File: src/rtl/counter_monitor.sv
// Tracks the +1 mod 4 sequence of a 2-bit free-running counter, pulses and counts wraps (3->0).
// Optional sequence checker enabled by defining SEQ_CHECK_EN.
module counter_monitor #(
    parameter int unsigned WRAP_W    = 8,
    parameter bit          WRAP_SAT  = 1'b1,
    parameter int unsigned ERR_LIMIT = 3
) (
    input  logic              clk,
    input  logic              rst,
    input  logic              en,
    input  logic              clr,
    input  logic [1:0]        val,
    output logic              wrap,
    output logic [WRAP_W-1:0] wrap_cnt,
    output logic              locked,
    output logic              err,
    output logic [3:0]        err_cnt
);

    typedef enum logic [1:0] {
        ST_IDLE,
        ST_SYNC,
        ST_TRACK
    } state_t;

    if (ERR_LIMIT < 1 || ERR_LIMIT > 15) begin : g_bad_limit
        $error("counter_monitor: ERR_LIMIT must be in 1..15");
    end

    state_t            r_state;
    state_t            w_next;
    logic [1:0]        r_prev;
    logic              r_wrap;
    logic [WRAP_W-1:0] r_wrap_cnt;
    logic              r_locked;

    logic [1:0]        w_prev_inc;
    logic              w_step_ok;
    logic              w_track;
    logic              w_wrap;
    logic              w_resync;

    assign w_prev_inc = r_prev + 2'd1;
    assign w_step_ok  = (val == w_prev_inc);
    assign w_track    = en && (r_state == ST_TRACK);
    assign w_wrap     = w_track && (r_prev == 2'd3) && (val == 2'd0);

    always_comb begin
        w_next = r_state;
        case (r_state)
            ST_IDLE:  if (en) w_next = ST_SYNC;
            ST_SYNC:  w_next = en ? ST_TRACK : ST_IDLE;
            ST_TRACK: begin
                if (!en)          w_next = ST_IDLE;
                else if (w_resync) w_next = ST_SYNC;
            end
            default:  w_next = ST_IDLE;
        endcase
    end

    always_ff @(posedge clk or negedge rst) begin
        if (!rst) begin
            r_state    <= ST_IDLE;
            r_prev     <= '0;
            r_wrap     <= 1'b0;
            r_wrap_cnt <= '0;
            r_locked   <= 1'b0;
        end else begin
            r_state  <= w_next;
            r_locked <= (w_next == ST_TRACK);
            r_wrap   <= w_wrap;
            if (en && r_state != ST_IDLE)
                r_prev <= val;
            // clr overrides a coincident wrap; the wrap pulse itself is still emitted
            if (clr)
                r_wrap_cnt <= '0;
            else if (w_wrap && !(WRAP_SAT && (&r_wrap_cnt)))
                r_wrap_cnt <= r_wrap_cnt + 1'b1;
        end
    end

`ifdef SEQ_CHECK_EN
    logic [3:0] r_bad;
    logic       r_err;
    logic [3:0] r_err_cnt;
    logic       w_bad_step;

    assign w_bad_step = w_track && !w_step_ok;
    assign w_resync   = w_bad_step && (({1'b0, r_bad} + 5'd1) >= 5'(ERR_LIMIT));

    always_ff @(posedge clk or negedge rst) begin
        if (!rst) begin
            r_bad     <= '0;
            r_err     <= 1'b0;
            r_err_cnt <= '0;
        end else begin
            if (r_state == ST_SYNC)
                r_bad <= '0;
            else if (w_track)
                r_bad <= w_step_ok ? 4'd0 : r_bad + 4'd1;
            if (clr) begin
                r_err     <= 1'b0;
                r_err_cnt <= '0;
            end else if (w_bad_step) begin
                r_err <= 1'b1;
                if (r_err_cnt != 4'd15)
                    r_err_cnt <= r_err_cnt + 4'd1;
            end
        end
    end

    assign err     = r_err;
    assign err_cnt = r_err_cnt;
`else
    assign w_resync = 1'b0;
    assign err      = 1'b0;
    assign err_cnt  = '0;
`endif

    assign wrap     = r_wrap;
    assign wrap_cnt = r_wrap_cnt;
    assign locked   = r_locked;

endmodule

File: config.mk
export PLATFORM = sky130hd
export DESIGN_NAME = counter_monitor
export DESIGN_NICKNAME = d
export VERILOG_FILES = /design/src/rtl/counter_monitor.sv
export SDC_FILE = /design/constraint.sdc
export NUM_CORES = 1
export LEC_CHECK = 0
export ABC_AREA = 1
export CAP_MARGIN = 30
export CORE_MARGIN = 10
export CORE_UTILIZATION = 25
export CTS_BUF_LIST = sky130_fd_sc_hd__clkbuf_16
export DETAILED_ROUTE_END_ITERATION = 16
export DONT_BUFFER_PORTS = 1
export HOLD_SLACK_MARGIN = 0.02
export RECOVER_POWER = 50
export SLEW_MARGIN = 20
export SYNTH_ARGS = -nofsm -noshare
export SYNTH_HDL_FRONTEND = slang
export SYNTH_SLANG_ARGS = --single-unit
File: constraint.sdc
create_clock -name clk -period 1.65 [get_ports clk]
set_input_delay 0.4125 -clock clk [delete_from_list [all_inputs] [get_ports clk]]
set_output_delay 0.4125 -clock clk [all_outputs]
set_load 0.05 [all_outputs]
* Yosys cells after proc, flatten, opt, wreduce, memory -nomap -nowiden
Index checks and enable logic that the tools add are counted.
** Operators by class
- $add $sub $neg :: 1
- Reduce and logical (&&, ||, !) cells :: 11
- Equality and inequality tests :: 4
- Multiplexer cells :: 6
** Operator list (number)
- $mux W8 :: 2
- $add A8 B1 Y8 const B :: 1
- $reduce_and A8 Y1 :: 1
- $eq A2 B2 Y1 const B :: 3
- $mux W2 :: 3
- $pmux W2 S3 :: 1
- $logic_and A1 B1 Y1 :: 5
- $logic_not A2 Y1 :: 2
- $reduce_bool A2 Y1 :: 2
- $eq A2 B1 Y1 const B :: 1
- $logic_not A1 Y1 :: 1
** Word-level totals
- Bits of input ports :: 6
- Output and inout bits :: 15
- Word-level logic and storage cells :: 27
- Register bits after elaboration :: 14

* Depth between registers and ports, before layout
Gate-level depths: netlist of run 1.
- Word-level depth :: 7
- Depth in mapped cells :: 9
- Gate-level depth less buffers :: 9

* Worst setup path before layout of run 1
OpenSTA, ideal clock, no wires.
- Path kind :: register to register
- Start point :: register r_wrap_cnt[1], in the netlist wrap_cnt[1]
- End point :: register r_wrap_cnt[7], in the netlist wrap_cnt[7]
- Cell stages (with the launch flop) :: 9
- Data required time :: 1531 ps
- Clock period less this slack :: 1608 ps
- Data arrival time :: 1489 ps
- Library setup time :: 119 ps
- Slack :: 42 ps
- Path buffers :: 0
- Path through :: dfrtp_1 > ha_1 > nand2_1 > inv_1 > nand3_2 > nand2_4 > nand2_2 > nand2_1 > nand2_1
** On the way
- Word-level cells in the longest chain between the ends :: 4
- Elaborated cells on any way between the ends :: 7
- Classes of those cells :: add/sub (1); mux (2); reduce/logical (4)
** RTL lines
- start, declared :: RTL line 34 : logic [WRAP_W-1:0] r_wrap_cnt;
- start signal, assigned :: RTL line 78 : r_wrap_cnt <= r_wrap_cnt + 1'b1;
- parallel branches: the longest is 4 deep, another holds $add A8 B1 Y8
Parallel ways; which one is timed is not known. The select of a mux whose other input is x is not followed.
A chain may end at the register's enable or synchronous reset.

* Final worst setup path of run 1
- Start point :: register r_wrap_cnt[0], in the netlist wrap_cnt[0]
- End point :: register r_wrap_cnt[2], in the netlist wrap_cnt[2]
Same word-level chain as after synthesis.

==> metrics.md, run 1 <==
| Metric | Value |
|---|---|
| Total gr overflow | `0` |
| Met1 WL | `726 um` |
| Initial antenna violation count | `0` |
| Nature of the critical path endpoint | `flip-flop` |
| EDFF count, synth | `0` |
| Syn. warnings | `0` |
| Post-CTS Setup Repair Bufs | `0` |
| Slew headroom | `56.5%` |
| Required time worst endpoint | `1.83 ns` |
| Worst r2r dst | `wrap_cnt[2]` |
| Sequential area share after synthesis | `44.2%` |
| Pwr/cell area | `962 nW/um^2` |
| Hold-fix buffers at CTS | `1` |
| DIE AREA | `5830 um^2` |
| Port Buffers | `0` |
| Avg WL per Cell | `11.4 um` |
| Cell taking the most area after synthesis | `dfrtp_1` |
| Die width | `76.3 um` |
| Area Growth Syn to Fin | `21.9%` |
| # Max-Cap Violations | `0` |
| Routability cong. | `0.854` |
| Async set-or-reset flop fraction in the synthesized netlist | `100%` |
| Worst R2R Setup Slack | `0.29 ns` |
| Vias per std cell | `4.26` |
| Detailed Place HPWL | `1.44 mm` |
| Synth top cells by count | `28 x nand2_1, 17 x nand3_1, 14 x dfrtp_1, 11 x inv_1, 11 x nor2_1` |
| Final Hold Viols | `0` |
| Worst Tran Pin Value | `0.650 ns` |
| Clock transition at path regs | `0.05 ns` |
| Synth top area cells | `dfrtp_1 44%, nand2_1 13%, nand3_1 11%, inv_1 5.2%, nor2_1 5.2%` |
| Iter 0 DRT Violations | `37` |
| Clk_skew | `0.00251 ns` |
| Max Root-Sink Buffers | `2` |
| Number of H-tree levels | `1` |
| Most frequent CP cell | `nand2_1` |
| Outcome | `completed` |
| CTS tree | `done` |
| Top Metal Used | `met3` |
| Drt pass-1 iters | `4` |
| Worst hold start | `en` |
| Starting Density | `26.0%` |
| Maximum net fanout on the critical path | `5` |
| Root Buffer | `clkbuf_16` |
| Delay of the slowest critical-path stage | `0.37 ns` |
| Largest net degree at the start of global routing | `16` |
| Hold Path Sink | `r_state[0]` |
| Crit path DAT | `1.54 ns` |
| Min Tclk post-route | `1.36 ns` |
| Leak Pwr | `0.000487 uW` |
| Met3 WL | `140 um` |
| Number of cell rows | `20` |
| N_diodes | `0` |
| Clock sink total | `14` |
| Hold path cells | `2` |
| Peak VDD IR | `0.358 mV` |
| Cells after Synth | `106` |
| HP Class | `in2reg` |
| CP Class | `reg2reg` |
| Synth cell types | `19` |
| Setup TNS | `0 ns` |
| Clk_lat worst skew | `0.24 ns` |
| Final wirelength | `1.84 mm` |
| CP startpoint kind | `flip-flop` |
| Top-area cell type share of the netlist area | `44.2%` |
| Io pins | `21` |
| First-pass GRT wire length | `3.14 mm` |
| Vias in the first global route | `690` |
| DRC Markers | `0` |
| Ys flop type | `dfrtp_1` |
| Core Footprint | `3050 um^2` |
| FMAX | `0.736 GHz` |
| Critical path's slowest cell | `dfrtp_1` |
| Layout cells sized above 1 | `13.7%` |
| CP Cell Sequence | `ha_1, nand2_1, inv_1, nand2_1, nor2_1, nor2_1, nand3_1, nand2_1` |
| Reg-to-reg startpoint | `wrap_cnt[0]` |
| Die height | `76.3 um` |
| Syn Std Cell Area | `793 um^2` |
| Post-cts sizing count | `0` |
| DRT antenna net count | `0` |
| Slew Limit Fails | `0` |
| GR Util All Layers | `6.56%` |
| Crit-path leading delay family | `simple AND/OR/NAND/NOR gates` |
| Via count | `686` |
| Cell with the most instances after synthesis | `nand2_1` |
| CTS Buf Count | `3` |
| Fillers | `325` |
| Final Cycle Share | `82.3%` |
| R2R cell count | `8` |
| Fin nets | `125` |
| Post-layout total power | `930 uW` |
| WL met2 | `971 um` |
| WP buf/inv | `1` |
| RSZ-0062 raised after global routing | `no` |
| #FFs+latches synth | `14` |
| Post-synthesis average cell area | `7.48 um^2` |
| Final setup violation count | `0` |
## state kept, by name (all words and copies together) (netlist names)
register,flops
wrap_cnt,8
locked,1
r_state,2
r_prev,2
wrap,1
## cells in the final DEF (no fill, tap or decap), types with 2 or more instances in the layout
cell type and instances:
conb_1 5, dfrtp_1 14, buf_4 8, nand2_1 28
inv_1 11, a21oi_1 3, nand4_1 2, nand3_1 17
o21ai_0 4, nor2_1 12, nand2_2 2, clkbuf_16 3
## where the power goes
| part | internal (uW) | total [uW] | leakage, uW | switching [uW] |
|---|---|---|---|---|
| registers | 365 | 394 | 0.000189 | 28.9 |
| logic | 15.2 | 73.4 | 0.000259 | 58.2 |
| clock network | 321 | 463 | 0.0000385 | 142 |
## area by class of cell
cell class | instances | area (um^2) | area share (%)
flip-flops and latches | 14 | 350 | 36.2
clock buffers | 3 | 75.1 | 7.76
multi-input cells | 79 | 372 | 38.4
clock inverters | 1 | 3.75 | 0.388
repair buffers | 9 | 70.1 | 7.24
inverters | 11 | 41.3 | 4.27
well taps | 44 | 55.1 | 5.69
## cells by family after synthesis
| kind of cell | share of synthesized area (%) |
|---|---|
| AO/OA/AOI/OAI | 5.99 |
| flip-flops | 44.2 |
| buffers and inverters | 10.6 |
| other | 0.473 |
| adder cells (fa/ha/maj) | 1.58 |
| AND/OR/NAND/NOR | 37.2 |
## metal layers
| metal | vias to the layer above | track usage (%) |
|---|---|---|
| li1 | 353 | - |
| met1 | 318 | 6.66 |
| met2 | 15 | 11.3 |
| met3 | 0 | 3.54 |
| met4 | 0 | 2.04 |
| met5 | - | 0 |
## through the flow
stage / worst slack, ns / cells / instance area (um^2) / hold slack [ns] / utilization [%]
2_1_floorplan: 0.0421 / 110 / 808 / 0.117 / -
5_1_grt: 0.0979 / 161 / 967 / 0.308 / 31.7
3_3_place_gp: 0.340 / 156 / 881 / 0.117 / 28.9
3_5_place_dp: 0.284 / 156 / 881 / 0.117 / 28.9
4_1_cts: 0.289 / 161 / 970 / 0.309 / 31.8
6_report: 0.291 / 161 / 967 / 0.311 / 31.7
## worst register-to-register path: cells and delay by family, from the launching register on
kind                       cells  cell delay (ns)
adders and majority gates      1             0.21
buffers and inverters          1             0.08
DFF                            1             0.37
and+or+nand+nor                6             0.64
## how the worst max path moves through the flow
stage,startpoint,end,cells after the start
global route,wrap_cnt[0],wrap_cnt[7],9
CTS,wrap_cnt[0],wrap_cnt[2],8
finish,wrap_cnt[0],wrap_cnt[2],8
floorplan,wrap_cnt[1],wrap_cnt[7],8
detailed placement,wrap_cnt[0],wrap_cnt[2],8
global placement,wrap_cnt[0],wrap_cnt[1],8
Note: power is estimated with default switching activity, not from simulation.
==> run 2, diff against run 1 <==
==> constraint.sdc (replaced) <==
create_clock -name clk -period 1.4 [get_ports clk]
set_input_delay 0.35 -clock clk [delete_from_list [all_inputs] [get_ports clk]]
set_output_delay 0.35 -clock clk [all_outputs]
set_load 0.05 [all_outputs]
==> metrics.md, run 2 (synthesis gave the netlist of run 1 again) <==
| Metric | Value |
|---|---|
| Routability cong. | `0.850` |
| Port Buffers | `0` |
| Peak VDD IR | `0.344 mV` |
| Root Buffer | `clkbuf_16` |
| Min Tclk post-route | `1.32 ns` |
| Worst slack at placement | `-0.00182 ns` |
| Drt pass-1 iters | `4` |
| Worst Tran Pin Value | `0.654 ns` |
| Avg WL per Cell | `12.7 um` |
| Core Footprint | `3050 um^2` |
| RSZ-0062 raised after global routing | `no` |
| Initial antenna violation count | `0` |
| Setup TNS | `0 ns` |
| CTS tree | `done` |
| Post-layout total power | `1100 uW` |
| CP startpoint kind | `flip-flop` |
| Iter 0 DRT Violations | `50` |
| Clk_lat worst skew | `0.24 ns` |
| Via count | `712` |
| DRT antenna net count | `0` |
| Number of cell rows | `20` |
| Final WS setup | `0.0804 ns` |
| Maximum net fanout on the critical path | `5` |
| Largest net degree at the start of global routing | `16` |
| Clock transition at path regs | `0.05 ns` |
| Power share of the clock group | `49.5%` |
| Fillers | `347` |
| Final Cell Area | `993 um^2` |
| Min Hold Slack | `0.256 ns` |
| DP Area | `908 um^2` |
| # Max-Cap Violations | `0` |
| DIE AREA | `5830 um^2` |
| Int Pwr | `827 uW` |
| Clk_skew | `0.000686 ns` |
| HP Class | `in2reg` |
| Die width | `76.3 um` |
| Crit path DAT | `1.50 ns` |
| Vias per std cell | `4.40` |
| Fin nets | `126` |
| Area Growth Syn to Fin | `25.2%` |
| Final Hold Viols | `0` |
| CTS Buf Count | `3` |
| Total gr overflow | `0` |
| GR Util All Layers | `7.27%` |
| Clock sink total | `14` |
| Combinational Power Share | `8.0%` |
| Leak Pwr | `0.000472 uW` |
| N_diodes | `0` |
| Starting Density | `26.0%` |
| Vias in the first global route | `689` |
| Post-CTS Setup Repair Bufs | `0` |
| Die height | `76.3 um` |
| DRC Markers | `0` |
| Reg power frac | `42.5%` |
| Required time worst endpoint | `1.58 ns` |
| Switching Share | `24.5%` |
| Number of H-tree levels | `1` |
| Detailed Place HPWL | `1.58 mm` |
| Commonest non-fill, non-tap cell in the layout | `nand2_1` |
| Slew Limit Fails | `0` |
| Slew headroom | `56.2%` |
| Max Root-Sink Buffers | `2` |
| First-pass GRT wire length | `3.34 mm` |
| Outcome | `completed` |
| Final Cycle Share | `94.3%` |
| FMAX | `0.758 GHz` |
| Sw Pwr | `268 uW` |
| Io pins | `21` |
| Max reg flops | `8` |
| Pwr/cell area | `1100 nW/um^2` |
| Nature of the critical path endpoint | `flip-flop` |
| Final wirelength | `2.06 mm` |
| Layout cells sized above 1 | `21.2%` |
| Final setup violation count | `0` |
| Most frequent cells in the layout | `28 x nand2_1, 17 x nand3_1, 11 x nor2_1` |
| CP Class | `reg2reg` |
## run 2: changes by cell type in the layout (fill, tap and decap cells not counted), sizes merged
cell	delta
clkbuf	+1
## run 2: path summary, 6_finish.rpt
kind / startpoint / to / slack [ns] / cells past startpoint
worst min register to register: r_state[0] / locked / 0.49 / 1
worst min-delay path: en / r_state[0] / 0.26 / 2
max in group asynchronous: rst / wrap_cnt[4] / 0.36 / 1
worst max-delay path: wrap_cnt[1] / wrap_cnt[0] / 0.08 / 8
min in group asynchronous: rst / locked / 0.58 / 1
worst max register to register: wrap_cnt[1] / wrap_cnt[0] / 0.08 / 8
## run 2: layout make-up
class | count | area (um^2) | share of cell area [%]
sequential | 14 | 358 | 36.0
tap | 44 | 55.1 | 5.54
inverter | 11 | 41.3 | 4.16
clock buffer | 3 | 75.1 | 7.56
timing repair buffer | 10 | 73.8 | 7.43
multi-input combinational | 79 | 387 | 38.9
clock inverter | 1 | 3.75 | 0.378
## run 2: through the flow
step | util, % | instances
global placement | 29.8 | 157
CTS | 32.7 | 162
detailed placement | 29.8 | 157
global route | 32.5 | 162
floorplan | - | 110
finish | 32.5 | 162
## run 2: power groups by stage
stage	clock network (uW)	logic [uW]	registers, uW
2_1_floorplan	0	78.9	466
3_3_place_gp	0	78.3	468
3_5_place_dp	0	81.6	472
4_1_cts	551	92.4	466
5_1_grt	577	97.9	469
6_report	542	87.8	465
## run 2: what timing repair did
action | 4_1_cts | 5_1_grt
hold buffers | 1 | 0
setup endpoints to repair | 2 | 0
gates resized for setup | 1 | 0
endpoints found under the hold margin | 14 | 0
## run 2: worst max-delay path: stages, from the launching register on
cell and delay [ns]:
dfrtp_2 0.44, ha_4 0.17, nand2_1 0.07, inv_2 0.06, nand2_1 0.08, nor2_1 0.06, nor2_2 0.18, nand3_1 0.11
nand2_1 0.08
## run 2: metal layers
layer	vias up	global-route usage (%)	part of all wire, %
met2	27	12.7	53
met1	327	6.80	38
met3	5	2.95	7.2
li1	353	-	-
met5	-	0	0
met4	0	5.02	2.5
==> run 3, diff against run 2 <==
--- a/config.mk
+++ b/config.mk
@@ -7,7 +7,6 @@
 export LEC_CHECK = 0
 export ABC_AREA = 1
 export CAP_MARGIN = 30
-export CORE_MARGIN = 10
 export CORE_UTILIZATION = 25
 export CTS_BUF_LIST = sky130_fd_sc_hd__clkbuf_16
 export DETAILED_ROUTE_END_ITERATION = 16
==> metrics.md, run 3 (synthesis gave the netlist of run 1 again) <==
| Metric | Value |
|---|---|
| Required time worst endpoint | `1.57 ns` |
| Pwr/cell area | `1090 nW/um^2` |
| Detailed Place HPWL | `1.31 mm` |
| Min Tclk post-route | `1.29 ns` |
| RSZ-0062 raised after global routing | `no` |
| WL met2 | `986 um` |
| Met3 WL | `71 um` |
| Drt pass-1 iters | `3` |
| Routability cong. | `0.959` |
| Total gr overflow | `0` |
| Clk_lat worst skew | `0.24 ns` |
| Vias in the first global route | `729` |
| Top Metal Used | `met4` |
| Die width | `58.3 um` |
| DIE AREA | `3400 um^2` |
| Area Growth Syn to Fin | `26.0%` |
| Clock transition at path regs | `0.05 ns` |
| Clock sink total | `14` |
| DRT antenna net count | `0` |
| Slew Limit Fails | `0` |
| Die height | `58.3 um` |
| Fin nets | `126` |
| Layout cells sized above 1 | `22.0%` |
| Number of H-tree levels | `1` |
| FMAX | `0.775 GHz` |
| # Max-Cap Violations | `0` |
| Io pins | `21` |
| Post-CTS Setup Repair Bufs | `0` |
| Final Cycle Share | `92.1%` |
| Initial antenna violation count | `0` |
| Max Root-Sink Buffers | `2` |
| Leak Pwr | `0.000472 uW` |
| Peak VDD IR | `0.332 mV` |
| Clk_skew | `0.00156 ns` |
| Iter 0 DRT Violations | `22` |
| Slew headroom | `56.4%` |
| CP startpoint kind | `flip-flop` |
| CP Class | `reg2reg` |
| Final Hold Viols | `0` |
| CTS tree | `done` |
| Max reg flops | `8` |
| Avg WL per Cell | `11.3 um` |
| DRC Markers | `0` |
| Crit path DAT | `1.46 ns` |
| Maximum net fanout on the critical path | `5` |
| Worst Tran Pin Value | `0.652 ns` |
| Vias per std cell | `4.41` |
| Number of cell rows | `20` |
| Largest net degree at the start of global routing | `16` |
| Nature of the critical path endpoint | `flip-flop` |
| First-pass GRT wire length | `3.08 mm` |
| Core Footprint | `3030 um^2` |
| Commonest non-fill, non-tap cell in the layout | `nand2_1` |
| Port Buffers | `0` |
| N_diodes | `0` |
| Most frequent cells in the layout | `28 x nand2_1, 17 x nand3_1, 10 x inv_1, 10 x nor2_1, 8 x dfrtp_1` |
| Placed insts | `157` |
| Met1 WL | `753 um` |
| HP Class | `in2reg` |
| Final setup violation count | `0` |
| CTS Buf Count | `3` |
| Root Buffer | `clkbuf_16` |
| Final wirelength | `1.84 mm` |
| Starting Density | `26.2%` |
| Outcome | `completed` |
| Setup TNS | `0 ns` |
| Via count | `714` |
| Non-Filler Instances | `162` |
| GR Util All Layers | `12.1%` |
run 3: cell counts in the layout (fill, tap and decap cells not counted):
No cell type changed its count.
run 3: report_power, final:
part / switching [uW] / internal [uW]
sequential: 33.2 / 431
clock: 157 / 377
combinational: 68.6 / 19.1
total: 259 / 827
run 3: final cells by class:
class,count,area (um^2)
clock buffer,3,75.1
clock inverter,1,3.75
fill,326,2030
inverter,11,41.3
multi-input combinational,79,389
sequential,14,358
tap,44,55.1
timing repair buffer,10,77.6
run 3: repair_timing:
item,4_1_cts,5_1_grt
endpoints found under the setup margin,0,6
hold buffers,1,0
hold endpoints to repair,14,0
gates resized for setup,0,3
run 3: worst paths after layout:
check,start,end,slack [ns],cells past startpoint
setup / recovery,wrap_cnt[0],wrap_cnt[6],0.11,8
hold / removal,en,r_state[0],0.26,2
setup reg to reg,wrap_cnt[0],wrap_cnt[6],0.11,8
hold reg to reg,r_state[0],locked,0.50,1
max in group asynchronous,rst,wrap_cnt[4],0.36,1
min in group asynchronous,rst,locked,0.58,1
run 3: metal layers:
| layer | GRT usage (%) | vias to the layer above |
|---|---|---|
| met5 | 0 | - |
| met4 | 6.46 | 0 |
| met3 | 2.86 | 5 |
| met2 | 21.7 | 18 |
| met1 | 13.3 | 336 |
| li1 | - | 355 |
run 3: worst max-delay path, cell delays in order, from the launching register on:
cell and delay, ns:
dfrtp_2 0.42, ha_4 0.16, nand2_1 0.07, inv_2 0.06, nand2_1 0.08, nor2_1 0.06, nor2_2 0.18, nand3_1 0.12
nand2_1 0.07
run 3: metrics by stage:
step	utilization [%]	setup slack (ns)	power [uW]	cell area (um^2)	hold WS [ns]
6_report	33.0	0.110	1090	1000	0.260
5_1_grt	33.0	0.00193	1140	1000	0.272
4_1_cts	32.9	0.0131	1100	997	0.261
2_1_floorplan	-	0.00809	544	828	0.0544
3_3_place_gp	30.0	0.100	546	908	0.0547
3_5_place_dp	30.0	0.0370	552	908	0.0547
